<file path="src/rtl/ahb_apb_bridge.sv">
// -----------------------------------------------------------------------------
// ahb_apb_bridge
//
// Purpose:
//   Converts AHB-Lite transfers aimed at the peripheral window
//   0x8000_0000 .. 0x8BFF_FFFF into APB transfers on one of three peripheral
//   selects.
//   A read costs a SETUP and an ACCESS cycle. A write needs one extra wait
//   cycle (W_WAIT), because AHB presents write data one cycle after the
//   address.
//   An ACCESS cycle can accept the next AHB transfer directly, so bursts run
//   back-to-back without an IDLE gap.
//
// Ports:
//   hclk       in   clock, all state changes on its rising edge
//   hreset     in   synchronous active-high reset
//   hwrite     in   AHB direction (1 = write)
//   hreadyin   in   AHB global ready; no transfer is accepted while low
//   htrans     in   [1:0] AHB transfer type (IDLE/BUSY/NONSEQ/SEQ)
//   haddr      in   [31:0] AHB address
//   hwdata     in   [31:0] AHB write data (data phase)
//   prdata     in   [31:0] APB read data
//   hreadyout  out  bridge ready to the AHB master
//   hrdata     out  [31:0] read data to AHB (zero except in a read ACCESS)
//   paddr      out  [31:0] APB address
//   pwdata     out  [31:0] APB write data
//   pwrite     out  APB direction
//   penable    out  APB enable (ACCESS phase)
//   psel       out  [2:0] one-hot APB peripheral select
//   pready     in   APB ready (present only with BRIDGE_PREADY_EN)
//
// Configuration:
//   BRIDGE_PREADY_EN  when defined, adds the pready input. ACCESS then
//                     repeats until pready=1, and hreadyout stays low while
//                     it waits. When undefined, ACCESS always lasts one
//                     cycle.
// -----------------------------------------------------------------------------
module ahb_apb_bridge (
  input  logic        hclk,
  input  logic        hreset,
  input  logic        hwrite,
  input  logic        hreadyin,
  input  logic [1:0]  htrans,
  input  logic [31:0] haddr,
  input  logic [31:0] hwdata,
  input  logic [31:0] prdata,
  output logic        hreadyout,
  output logic [31:0] hrdata,
  output logic [31:0] paddr,
  output logic [31:0] pwdata,
  output logic        pwrite,
  output logic        penable,
  output logic [2:0]  psel
`ifdef BRIDGE_PREADY_EN
  ,
  input  logic        pready
`endif
);

  // ---------------------------------------------------------------------------
  // Constants
  // ---------------------------------------------------------------------------
  localparam logic [1:0]  HTRANS_NONSEQ = 2'b10;
  localparam logic [1:0]  HTRANS_SEQ    = 2'b11;

  localparam logic [31:0] MAP_LO        = 32'h8000_0000;
  localparam logic [31:0] MAP_HI        = 32'h8BFF_FFFF;

  // Each peripheral owns one 64 MiB region, identified by haddr[31:26].
  localparam logic [5:0]  REGION_PERIPH0 = 6'h20;
  localparam logic [5:0]  REGION_PERIPH1 = 6'h21;
  localparam logic [5:0]  REGION_PERIPH2 = 6'h22;

  typedef enum logic [1:0] {
    ST_IDLE   = 2'd0,
    ST_W_WAIT = 2'd1,
    ST_SETUP  = 2'd2,
    ST_ACCESS = 2'd3
  } state_t;

  // ---------------------------------------------------------------------------
  // Signals
  // ---------------------------------------------------------------------------
  state_t      state;
  state_t      state_next;

  logic [31:0] addr_q;       // address of the transfer in flight
  logic        write_q;      // direction of the transfer in flight
  logic [31:0] wdata_q;      // write data captured during W_WAIT

  logic        addr_in_map;
  logic        trans_active;
  logic        xfer_valid;
  logic        access_done;  // ACCESS completes in this cycle
  logic        accept;       // latch the AHB address phase at this edge

  // ---------------------------------------------------------------------------
  // Address decode
  // ---------------------------------------------------------------------------
  // Only the three mapped regions produce a select bit, so psel can never
  // have more than one bit set.
  function automatic logic [2:0] region_to_psel(input logic [5:0] region);
    logic [2:0] sel;
    sel = 3'b000;
    case (region)
      REGION_PERIPH0: sel = 3'b001;
      REGION_PERIPH1: sel = 3'b010;
      REGION_PERIPH2: sel = 3'b100;
      default:        sel = 3'b000;
    endcase
    return sel;
  endfunction

  assign addr_in_map  = (haddr >= MAP_LO) && (haddr <= MAP_HI);
  // IDLE and BUSY never start a transfer; only NONSEQ and SEQ do.
  assign trans_active = (htrans == HTRANS_NONSEQ) || (htrans == HTRANS_SEQ);
  assign xfer_valid   = hreadyin && trans_active && addr_in_map;

`ifdef BRIDGE_PREADY_EN
  assign access_done = pready;
`else
  assign access_done = 1'b1;
`endif

  // ---------------------------------------------------------------------------
  // FSM state register
  // ---------------------------------------------------------------------------
  // NOTE: sequential state is always written with non-blocking assignments.
  // Every register then samples pre-edge values, whatever order the blocks
  // run in.
  always_ff @(posedge hclk) begin
    if (hreset) begin
      state <= ST_IDLE;
    end else begin
      state <= state_next;
    end
  end

  // ---------------------------------------------------------------------------
  // FSM next-state and outputs
  // ---------------------------------------------------------------------------
  // NOTE: every output of this block gets a default before the case. A path
  // that leaves a signal unassigned would otherwise infer a latch.
  always_comb begin
    state_next = state;
    accept     = 1'b0;
    hreadyout  = 1'b1;
    penable    = 1'b0;
    psel       = 3'b000;
    hrdata     = 32'h0;

    case (state)
      ST_IDLE: begin
        if (xfer_valid) begin
          accept     = 1'b1;
          state_next = hwrite ? ST_W_WAIT : ST_SETUP;
        end
      end

      // Write data arrives one cycle after the address. Hold the master off
      // for one cycle so the data can be captured.
      ST_W_WAIT: begin
        hreadyout  = 1'b0;
        state_next = ST_SETUP;
      end

      ST_SETUP: begin
        hreadyout  = 1'b0;
        psel       = region_to_psel(addr_q[31:26]);
        state_next = ST_ACCESS;
      end

      ST_ACCESS: begin
        psel      = region_to_psel(addr_q[31:26]);
        penable   = 1'b1;
        hreadyout = access_done;
        if (!write_q) begin
          hrdata = prdata;
        end
        // Once the APB side finishes, this cycle doubles as the AHB address
        // phase of the next transfer. That is what removes the IDLE gap in a
        // burst.
        if (access_done) begin
          if (xfer_valid) begin
            accept     = 1'b1;
            state_next = hwrite ? ST_W_WAIT : ST_SETUP;
          end else begin
            state_next = ST_IDLE;
          end
        end
      end

      default: begin
        state_next = ST_IDLE;
      end
    endcase
  end

  // ---------------------------------------------------------------------------
  // APB address / control / data registers
  // ---------------------------------------------------------------------------
  // These registers change only at the edge that closes an accept or W_WAIT
  // cycle. They therefore stay stable across SETUP and every ACCESS cycle.
  // Reset clears them so that the APB outputs read zero out of reset.
  always_ff @(posedge hclk) begin
    if (hreset) begin
      addr_q  <= 32'h0;
      write_q <= 1'b0;
      wdata_q <= 32'h0;
    end else begin
      if (accept) begin
        addr_q  <= haddr;
        write_q <= hwrite;
      end
      if (state == ST_W_WAIT) begin
        wdata_q <= hwdata;
      end
    end
  end

  assign paddr  = addr_q;
  assign pwrite = write_q;
  assign pwdata = wdata_q;

endmodule

</file>
<file path="config.mk">
export PLATFORM = sky130hd
export DESIGN_NAME = ahb_apb_bridge
export DESIGN_NICKNAME = d
export VERILOG_FILES = /design/src/rtl/ahb_apb_bridge.sv
export SDC_FILE = /design/constraint.sdc
export NUM_CORES = 1
export LEC_CHECK = 0
export ABC_AREA = 1
export BUFFER_PORTS_ARGS = -buffer_cell sky130_fd_sc_hd__buf_4
export CAP_MARGIN = 10
export CORE_ASPECT_RATIO = 0.75
export CORE_MARGIN = 4
export CORE_UTILIZATION = 37
export CTS_BUF_LIST = sky130_fd_sc_hd__clkbuf_4 sky130_fd_sc_hd__clkbuf_8 sky130_fd_sc_hd__clkbuf_16
export CTS_CLUSTER_SIZE = 30
export DETAILED_ROUTE_END_ITERATION = 8
export PLACE_DENSITY = 0.77
export SKIP_CTS_REPAIR_TIMING = 1
export SLEW_MARGIN = 20
export SYNTH_ARGS = -nofsm -noshare
export SYNTH_HDL_FRONTEND = slang
export SYNTH_SLANG_ARGS = --single-unit
export TNS_END_PERCENT = 5
</file>
<file path="constraint.sdc">
create_clock -name hclk -period 1.62 [get_ports hclk]
set_clock_uncertainty 0.15 [all_clocks]
set_input_delay 0.324 -clock hclk [delete_from_list [all_inputs] [get_ports hclk]]
set_output_delay 0.324 -clock hclk [all_outputs]
set_load 0.02 [all_outputs]
</file>
Yosys cells after proc, flatten, opt, wreduce, memory -nomap -nowiden
Cells that the tools add are included.

Flip-flop bits (word level): 67. Bits in latches: 0. RAM bits: 0. Memory bits (read-only): 0. Output and inout bits: 102. Logic and storage cells: 35. Memories: 0.

$add $sub $neg: 0. Multipliers: 0. Div/mod/pow operators: 0. Magnitude comparators: 2. Eq/ne operators: 9. Shift operators: 0. Mux-type cells: 12. Bitwise logic cells: 0. Reductions and logical operators: 8.

Operator list (number): 32-bit 2-to-1 mux (2); 32-bit >= comparator (second input constant) (1); 32-bit <= comparator (second input constant) (1); 6-bit == test (second input constant) (3); 3-bit one-hot mux with 3 select lines (1); 2-bit == test (second input constant) (4); 2-bit one-hot mux with 4 select lines (1); 2-bit 2-to-1 mux (3); 2-bit OR reduction (3); 1-bit 2-to-1 mux (4); 1-bit logical AND (3); 3-bit 2-to-1 mux (1); 2-bit by 1-bit == test with 1-bit output (second input constant) (1); 2-bit logical NOT (1); 2-bit != test (second input constant) (1); 1-bit logical OR (1).

Depth between registers and ports, before layout
Gate-level depths: netlist (run 1).

Word-level depth: 6. Mapped depth: 8.

Worst setup path after synthesis (run 1)
OpenSTA, ideal clock, no wires.

Path type: register to output. Start: reg state[1]. End: out psel[0]. Data arrival time: 1.495 ns. Data required time: 1.146 ns. Path slack: -0.349 ns. Stages on the path, launching flop included: 4. Buffers on the path: 0. Path through: dfxtp_1 -> ha_1 -> nor2_1 -> nor4_1.

Longest elaborated chain between the ends: 3. Elaborated cells between the ends (all ways): 4. Those cells by class: eq/ne (2); mux (1); reduce/logical (1).

RTL lines: start, declared (line 84) `state_t state;`; start signal, assigned (line 135) `state <= state_next;`; 2-bit == test (line 152) `case (state)`; 2-bit OR reduction (no source line) *; 3-bit 2-to-1 mux *; end, declared (line 53) `output logic [2:0] psel`.

Mark *: on every way between the ends. The rest lies on a longest branch, timed or not.

Final worst setup path (run 1)
Start: reg state[0]. End: out psel[1].

The elaborated chain is that of the path after synthesis.

==> impl_results.md, run 1 <==
* Clk buf depth at 2
* Worst Path Required at 1150 ps
* CP Launch Type: flop
* Setup-failing EPs final at 37
* Post-synthesis xor/xnor area fraction at 0
* Die Y at 83.39 um
* Worst endpoint data arrival time at 1410 ps
* Slew Limit Headroom at 0.7515
* Mux share of post-synthesis cell area at 0
* Seq cells post-synth at 67
* Number of global-route vias before repair at 3,154
* CP Cell Sequence: inv_2 -> ha_2 -> nor2_2 -> nor4_2 -> buf_4
* Slowest library cell on the worst path: dfxtp_2
* Commonest non-fill, non-tap cell in the layout: buf_4
* Outcome: complete, but fails checks
* CP startpoint: state[0]
* Fin nets at 701
* Max_cap viols at 0
* Hold WC Path Type: primary input to flop
* Skew-Pair Late Insertion Delay at 340 ps
* Failing checks: negative setup slack
* Routability Congestion at 0.7695
* Min-Delay Startpoint: hwdata[28]
* Wire per inst at 13.56 um
* Leakage power at 0.002448 uW
* Die footprint at 0.009049 mm2
* Gr usage total at 0.2002
* Largest net degree at the start of global routing at 39
* RR Endpoint: paddr[27]
* Mapped cell area at 0.002804 mm2
* Initial DRC count at 134
* Syn avg cell area at 7.264 um2
* Max VDD drop at 0.9369 mV
* Fin cells at 700
* Max Fclk at 0.5306 GHz
* Pre-antenna DRT Iters at 4
* DP Wirelength at 7.261 mm
* PortBufs at 202
* Reg clk slew, reported paths at 80 ps
* Crit-path max FO at 3
* YS warnings at 0
* Hold worst-path end: pwdata[28]
* Most frequent cells in the layout: buf_4 (184), nor2_1 (69), dfxtp_1 (65), nand2_1 (52), inv_1 (43)
* Root Buffer: clkbuf_8
* Antenna viol nets, final at 0
* Critical path type: flop to output port
* Synth Area in Adders at 0.02231
* CP Capture Type: output port
* Seq/Total Area, Yosys at 0.4784
* Initial antenna violation count at 0
* Ant. Diodes at 0
* CTS Buf Count at 9
* Residual DRC at 0
* Initial core utilization at 0.3807
* Layout cells sized above 1 at 0.5008
* Pwr/cell area at 1190 mW/mm2
* Fin crit share at 1.163
* R2r setup slk at 10 ps
* Core Footprint at 0.007365 mm2
* Inst Count DP at 684
* Overall power at 6094 uW
* I/O pins at 204
* Levels on crit path at 5
* Synth Instances at 386
* Final worst setup slack at -264.6 ps
* Reg2reg start: state[1]
* Fin. Hold Viols at 0
* Synth-to-layout area growth at 82.69%
* RSZ-0062 raised after global routing: true
* Mapped Nets at 493
* Final core occ at 0.6955
* CTS HTree Levels at 3
* Tightest Pin Transition at 372.8 ps
* Synth cell types at 24
* Largest family of logic cells by synthesized area: simple AND/OR/NAND/NOR gates
* Die Wd at 108.5 um
* Hold path depth at 3
* CTS tree: done
* Simple-Gate Fraction of Synth Area at 0.2624
* Vias per cell at 4.553
* Synth Area in Compound Gates at 0.1383
* Fin crit period at 1885 ps
* WL final at 9.490 mm
* Via count at 3,187
* Total gr overflow at 0
* Crit-path max cell delay at 350 ps
* Buf+Inv Stages, Crit Path at 2
* CTS sink count at 67
* Worst reg-to-reg path cell count at 7
* Num rows at 27
* Min Hold Slack at 51.05 ps
* Final Slew Violations at 0
* First-pass GRT wire length at 14.63 mm
* CP top delay family: flip-flops
## tightest hold or removal path: cells and delay by family
kind,cells,cell delay (ps)
buffers and inverters,1,80
AND/OR/NAND/NOR,2,110
## power by group
group	switching (uW)	internal, uW	total, uW	leakage (uW)
clock network	666	720	1390	0.0000962
logic	1450	1100	2550	0.00181
registers	186	1970	2160	0.000546
## sequential cells by signal, indices dropped and copies added, names as in the netlist
register  count
pwrite        1
pwdata       32
paddr        32
state         2
## logic make-up (layout without fill, tap and decap cells)
| group | Yosys count | after routing |
|---|---|---|
| AOI/OAI and AO/OA | 69 | 69 |
| adders and majority gates | 5 | 5 |
| buffers and inverters | 68 | 281 |
| DFF | 67 | 67 |
| and+or+nand+nor | 177 | 177 |
## how the worst max path moves through the flow
stage	end	slack (ps)
6_report	psel[1]	-260
5_1_grt	psel[1]	-330
4_1_cts	psel[1]	-400
3_5_place_dp	psel[0]	-30
3_3_place_gp	psel[0]	30
2_1_floorplan	psel[0]	-60
## cell usage after synthesis, drive strengths merged
cell type	number	share of area
nor2	102	0.14
dfxtp	67	0.48
nand2	63	0.093
inv	46	0.062
o21ai	35	0.062
a21oi	32	0.071
clkbuf	15	0.020
buf	6	0.015
ha	5	0.022
nand3	5	0.0089
nor4	3	0.0067
nand4	2	0.0098
nor3	2	0.0036
clkinv	1	0.0018
o21a	1	0.0027
o21bai	1	0.0027
## final cells by class
| class | count | area, um2 |
|---|---|---|
| clock buffer | 9 | 123.9 |
| clock inverter | 7 | 76.32 |
| fill | 596 | 2242 |
| inverter | 47 | 177.7 |
| multi-input combinational | 251 | 1455 |
| sequential | 67 | 1346 |
| tap | 101 | 126.4 |
| timing repair buffer | 218 | 1817 |
## routing by layer
layer	wire, um	up-vias	track usage	part of all wire
li1	-	1611	-	-
met1	3404	1431	0.2067	0.36
met2	4942	129	0.3651	0.52
met3	949	16	0.08003	0.10
met4	194	0	0.06307	0.020
met5	0	-	0	0
## per-stage QoR
step,setup slack [ps],TNS (ps),instance area [um2]
finish,-264.6,-7710,5122
global route,-328.5,-11630,5122
CTS,-398.9,-11910,4997
detailed placement,-27.50,-143.7,4797
global placement,26.75,0,4797
floorplan,-63.75,-1854,3062
(Power assumes the default switching activity.)
==> run 2: changes to the inputs <==
CELL_PAD_IN_SITES_DETAIL_PLACEMENT = 2   (was not set)
CELL_PAD_IN_SITES_GLOBAL_PLACEMENT = 2   (was not set)
CORE_UTILIZATION = 21   (was 37)
PLACE_DENSITY = not set   (was 0.77)
PLACE_DENSITY_LB_ADDON = 0.1   (was not set)
clock period = 2.4 ns   (was 1.62 ns; I/O delays follow)
==> run 2 against run 1 <==
  * The run now ends clean
  * Flip-flop and latch count unchanged
  * Sequential power decreased by 33%
  * Worst setup slack improved by 420 ps
  * Core utilization decreased by 33 points
  * Critical path depth decreased by 1
  * Sequential share of layout area increased by 1.6 points
  * Critical path type unchanged
  * Critical endpoint is now psel[0]
  * Highest routed layer unchanged
==> impl_results.md, run 2 (synthesis results as in run 1) <==
* RSZ-0062 raised after global routing: false
* Crit-path max FO at 5
* Crit-path max cell delay at 390 ps
* CTS Buf Count at 9
* First-pass GRT wire length at 18.15 mm
* Inst Count DP at 745
* Critical path type: flop to output port
* PortBufs at 202
* Number of global-route vias before repair at 3,443
* Sequential cell area at 0.001341 mm2
* Buf+Inv Stages, Crit Path at 1
* Root Buffer: clkbuf_16
* Fin cells at 761
* WL final at 11.77 mm
* Synth-to-layout area growth at 71.44%
* Skew-Pair Late Insertion Delay at 320 ps
* Gr usage total at 0.1497
* Largest net degree at the start of global routing at 39
* Vias per cell at 4.231
* Pwr/cell area at 916.9 mW/mm2
* Hold WC Path Type: primary input to flop
* Reg clk slew, reported paths at 50 ps
* Wire per inst at 15.46 um
* Die footprint at 0.01528 mm2
* Fin crit period at 2245 ps
* Final Slew Violations at 0
* Levels on crit path at 4
* Slew Limit Headroom at 0.5944
* CP top delay family: simple AND/OR/NAND/NOR gates
* Layout cells sized above 1 at 0.4237
* Fin. Hold Viols at 0
* I/O pins at 204
* Multi-input logic area at 0.001186 mm2
* Fillcell total at 1,502
* Worst endpoint data arrival time at 1610 ps
* Hold path depth at 3
* Clk buf depth at 2
* TNS Setup at 0 ps
* Fin nets at 692
* Num rows at 36
* Initial antenna violation count at 0
* Most frequent cells in the layout: buf_4 (209), nor2_1 (100), dfxtp_1 (67), nand2_1 (53), inv_1 (45)
* CTS tree: done
* Initial core utilization at 0.2154
* Slowest library cell on the worst path: dfxtp_1
* Overall power at 4408 uW
* Leakage power at 0.002407 uW
* Fin crit share at 0.9353
* Max VDD drop at 0.3956 mV
* Tightest Pin Transition at 607.5 ps
* Pre-antenna DRT Iters at 4
* CP Capture Type: output port
* Routability Congestion at 0.7811
* Worst reg-to-reg path cell count at 8
* Ant. Diodes at 0
* Commonest non-fill, non-tap cell in the layout: buf_4
* Max Fclk at 0.4455 GHz
* Total gr overflow at 0
* Initial DRC count at 84
* DP Wirelength at 9.028 mm
* CP Cell Sequence: ha_1 -> nor2_1 -> nor4_1 -> buf_4
* Outcome: finished, final reports clean
* Core Footprint at 0.01302 mm2
* Via count at 3,220
* Die Y at 108.1 um
* Antenna viol nets, final at 0
* Residual DRC at 0
* CTS HTree Levels at 3
* CTS sink count at 67
* Setup-failing EPs final at 0
* Max_cap viols at 0
* CP Launch Type: flop
* Worst Path Required at 1770 ps
* Die Wd at 141.4 um
[run 2: cell types whose count changed in the layout (fill, tap and decap cells not counted), sizes merged]
cell,before,now
buf,218,209
clkbuf,9,13
clkinv,3,1
inv,48,46
[run 2: final timing paths]
| path | startpoint | end | slack (ps) |
|---|---|---|---|
| worst max-delay path | state[1] | psel[0] | 160 |
| worst min-delay path | hwdata[29] | pwdata[29] | 230 |
| worst max register to register | state[1] | paddr[24] | 560 |
| worst min register to register | paddr[29] | paddr[29] | 310 |
[run 2: final cells by class]
cell class,instances,share of cell area
Tap cell,171,0.04451
Sequential cell,67,0.2790
Clock buffer,13,0.05700
Inverter,47,0.03696
Clock inverter,3,0.009370
Multi-Input combinational cell,251,0.2467
Timing Repair Buffer,209,0.3264
[run 2: per-layer routing]
layer,part of all wire,wire (um),GRT usage,up-vias
met5,0,0,0,-
met4,0.011,125,0.04110,0
met3,0.091,1072,0.06631,10
met2,0.50,5925,0.2634,106
met1,0.39,4644,0.1654,1520
li1,-,-,-,1584
[run 2: worst min-delay path, cell delays in order]
cell and delay (ps):
buf_4 80, nor2_1 30, nor2_1 80
[run 2: per-stage QoR]
step,setup WS [ps],util,hold slack (ps),instance area (um2)
finish,155.2,0.3693,226.5,4807
global route,9.103,0.3693,223.3,4807
CTS,107.9,0.3693,209.1,4807
detailed placement,464.6,0.3448,307.8,4488
global placement,538.2,0.3448,296.3,4488
floorplan,274.6,-,346.6,2804
[run 2: power breakdown]
group          leakage, uW  total, uW  switching (uW)  internal [uW]
Combinational      0.00171       1570             954            614
Clock             0.000152       1400             497            901
Sequential        0.000544       1440             113           1330
Total              0.00241       4410            1560           2840
==> run 3: changes to the inputs <==
CORE_UTILIZATION = 18   (was 21)
PLACE_DENSITY = 0.85   (was not set)
PLACE_DENSITY_LB_ADDON = not set   (was 0.1)
clock period = 1.9 ns   (was 2.4 ns; I/O delays follow)
==> run 3 against run 2 <==
  * The flow now finishes with violations (negative setup slack)
  * Critical path depth increased by 1
  * Power grew 33%
  * Core utilization shrank 2.7 points
==> impl_results.md, run 3 (synthesis results as in run 1) <==
* Hold path depth at 3
* WL final at 13.48 mm
* Wire per inst at 16.83 um
* Fin nets at 698
* Levels on crit path at 5
* Initial core utilization at 0.1842
* Largest net degree at the start of global routing at 39
* Slowest library cell on the worst path: dfxtp_4
* CTS tree: done
* Max Fclk at 0.5102 GHz
* Failing checks: negative setup slack
* Core Footprint at 0.01522 mm2
* Min-Delay Startpoint: hwdata[25]
* Metal3 WL at 803 um
* Slew Limit Headroom at 0.7307
* Synth-to-layout area growth at 86.03%
* Residual DRC at 0
* Post-place setup slack at 35.98 ps
* Outcome: complete, but fails checks
* Fillcell total at 1,745
* Hold worst-path end: pwdata[25]
* Overall power at 5847 uW
* I/O pins at 204
* DP Wirelength at 10.00 mm
* Initial antenna violation count at 0
* Final Slew Violations at 0
* Max_cap viols at 0
* PortBufs at 202
* CP top delay family: flip-flops
* Num rows at 39
* Uppermost routed layer: met4
* Die footprint at 0.01766 mm2
* Die Y at 116.1 um
* Total gr overflow at 0
* R2r setup slk at 100 ps
* Reg2reg start: state[1]
* Reg clk slew, reported paths at 60 ps
* Commonest non-fill, non-tap cell in the layout: buf_4
* M1 wire length at 5.075 mm
* Fin crit share at 1.032
* Via count at 3,344
* Gr usage total at 0.1396
* RR Endpoint: paddr[27]
* Fin. Hold Viols at 0
* Ant. Diodes at 0
* Vias per cell at 4.175
* Hold WC Path Type: primary input to flop
* CP Launch Type: flop
* Leakage power at 0.002484 uW
* Critical path type: flop to output port
* Pwr/cell area at 1121 mW/mm2
* Final instance area at 0.005216 mm2
* CP Cell Sequence: inv_4 -> ha_4 -> nor2_4 -> nor4_2 -> buf_4
* Buf+Inv Stages, Crit Path at 2
* Clk buf depth at 2
* Worst endpoint data arrival time at 1430 ps
* Fin crit period at 1960 ps
* Tightest Pin Transition at 404.0 ps
* Number of global-route vias before repair at 3,644
* Final worst setup slack at -60.05 ps
* Initial DRC count at 136
* CTS sink count at 67
* RSZ-0062 raised after global routing: true
* Skew-Pair Late Insertion Delay at 330 ps
* CP Capture Type: output port
* Max VDD drop at 0.5254 mV
* Setup-failing EPs final at 22
* First-pass GRT wire length at 19.67 mm
* Die Wd at 152.1 um
* Crit-path max FO at 4
* Pre-antenna DRT Iters at 4
* Routability Congestion at 0.9305
* CTS HTree Levels at 3
* Most frequent cells in the layout: buf_4 (191), nor2_1 (73), dfxtp_1 (62), nand2_1 (52), inv_1 (42)
* Layout cells sized above 1 at 0.5000
* Worst reg-to-reg path cell count at 7
* CTS Buf Count at 9
* Area post-placement at 0.004578 mm2
* Antenna viol nets, final at 0
* Worst Path Required at 1370 ps
* Root Buffer: clkbuf_16
* Met2 wire length at 7.442 mm
* Crit-path max cell delay at 360 ps
-- run 3: worst max-delay path by stage --
| stage | startpoint | slack (ps) | to |
|---|---|---|---|
| after detailed placement | state[0] | 40 | paddr[27] |
| after global placement | state[0] | 210 | paddr[27] |
| after CTS | state[0] | -320 | psel[1] |
| after floorplan | state[1] | -130 | psel[0] |
| after global routing | state[1] | -160 | hrdata[31] |
| final | state[0] | -60 | psel[1] |
-- run 3: layout make-up --
class / instances / area [um2] / area share
clock buffers: 11 / 240.2 / 0.04605
clock inverters: 5 / 77.57 / 0.01487
inverters: 47 / 180.2 / 0.03454
multi-input cells: 251 / 1365 / 0.2617
flip-flops and latches: 67 / 1353 / 0.2593
well taps: 205 / 256.5 / 0.04917
repair buffers: 215 / 1744 / 0.3344
-- run 3: metrics by stage --
step / std cells / setup TNS, ps / hold WS [ps] / utilization
after floorplan: 386 / -376.2 / 346.6 / -
after CTS: 798 / -7673 / 112.2 / 0.3216
final: 801 / -395.4 / 123.2 / 0.3426
after detailed placement: 782 / 0 / 304.3 / 0.3007
after global routing: 801 / -2582 / 112.5 / 0.3426
after global placement: 782 / 0 / 294.7 / 0.3007
-- run 3: where the power goes --
part	switching [uW]	internal, uW	total, uW
registers	176	1690	1870
logic	1310	863	2180
clock network	629	1170	1800
total	2120	3730	5850
-- run 3: layer usage --
metal,track usage,vias up
li1,-,1598
met1,0.1457,1606
met2,0.2692,127
met3,0.05519,13
met4,0.02934,0
met5,0,-
-- run 3: worst register-to-register path: stages, from the launching register on --
cell and delay, ps:
dfxtp_4 390, inv_1 90, ha_1 320, inv_2 100, nand4_4 150, buf_4 240, o21ai_0 200, a21oi_1 60
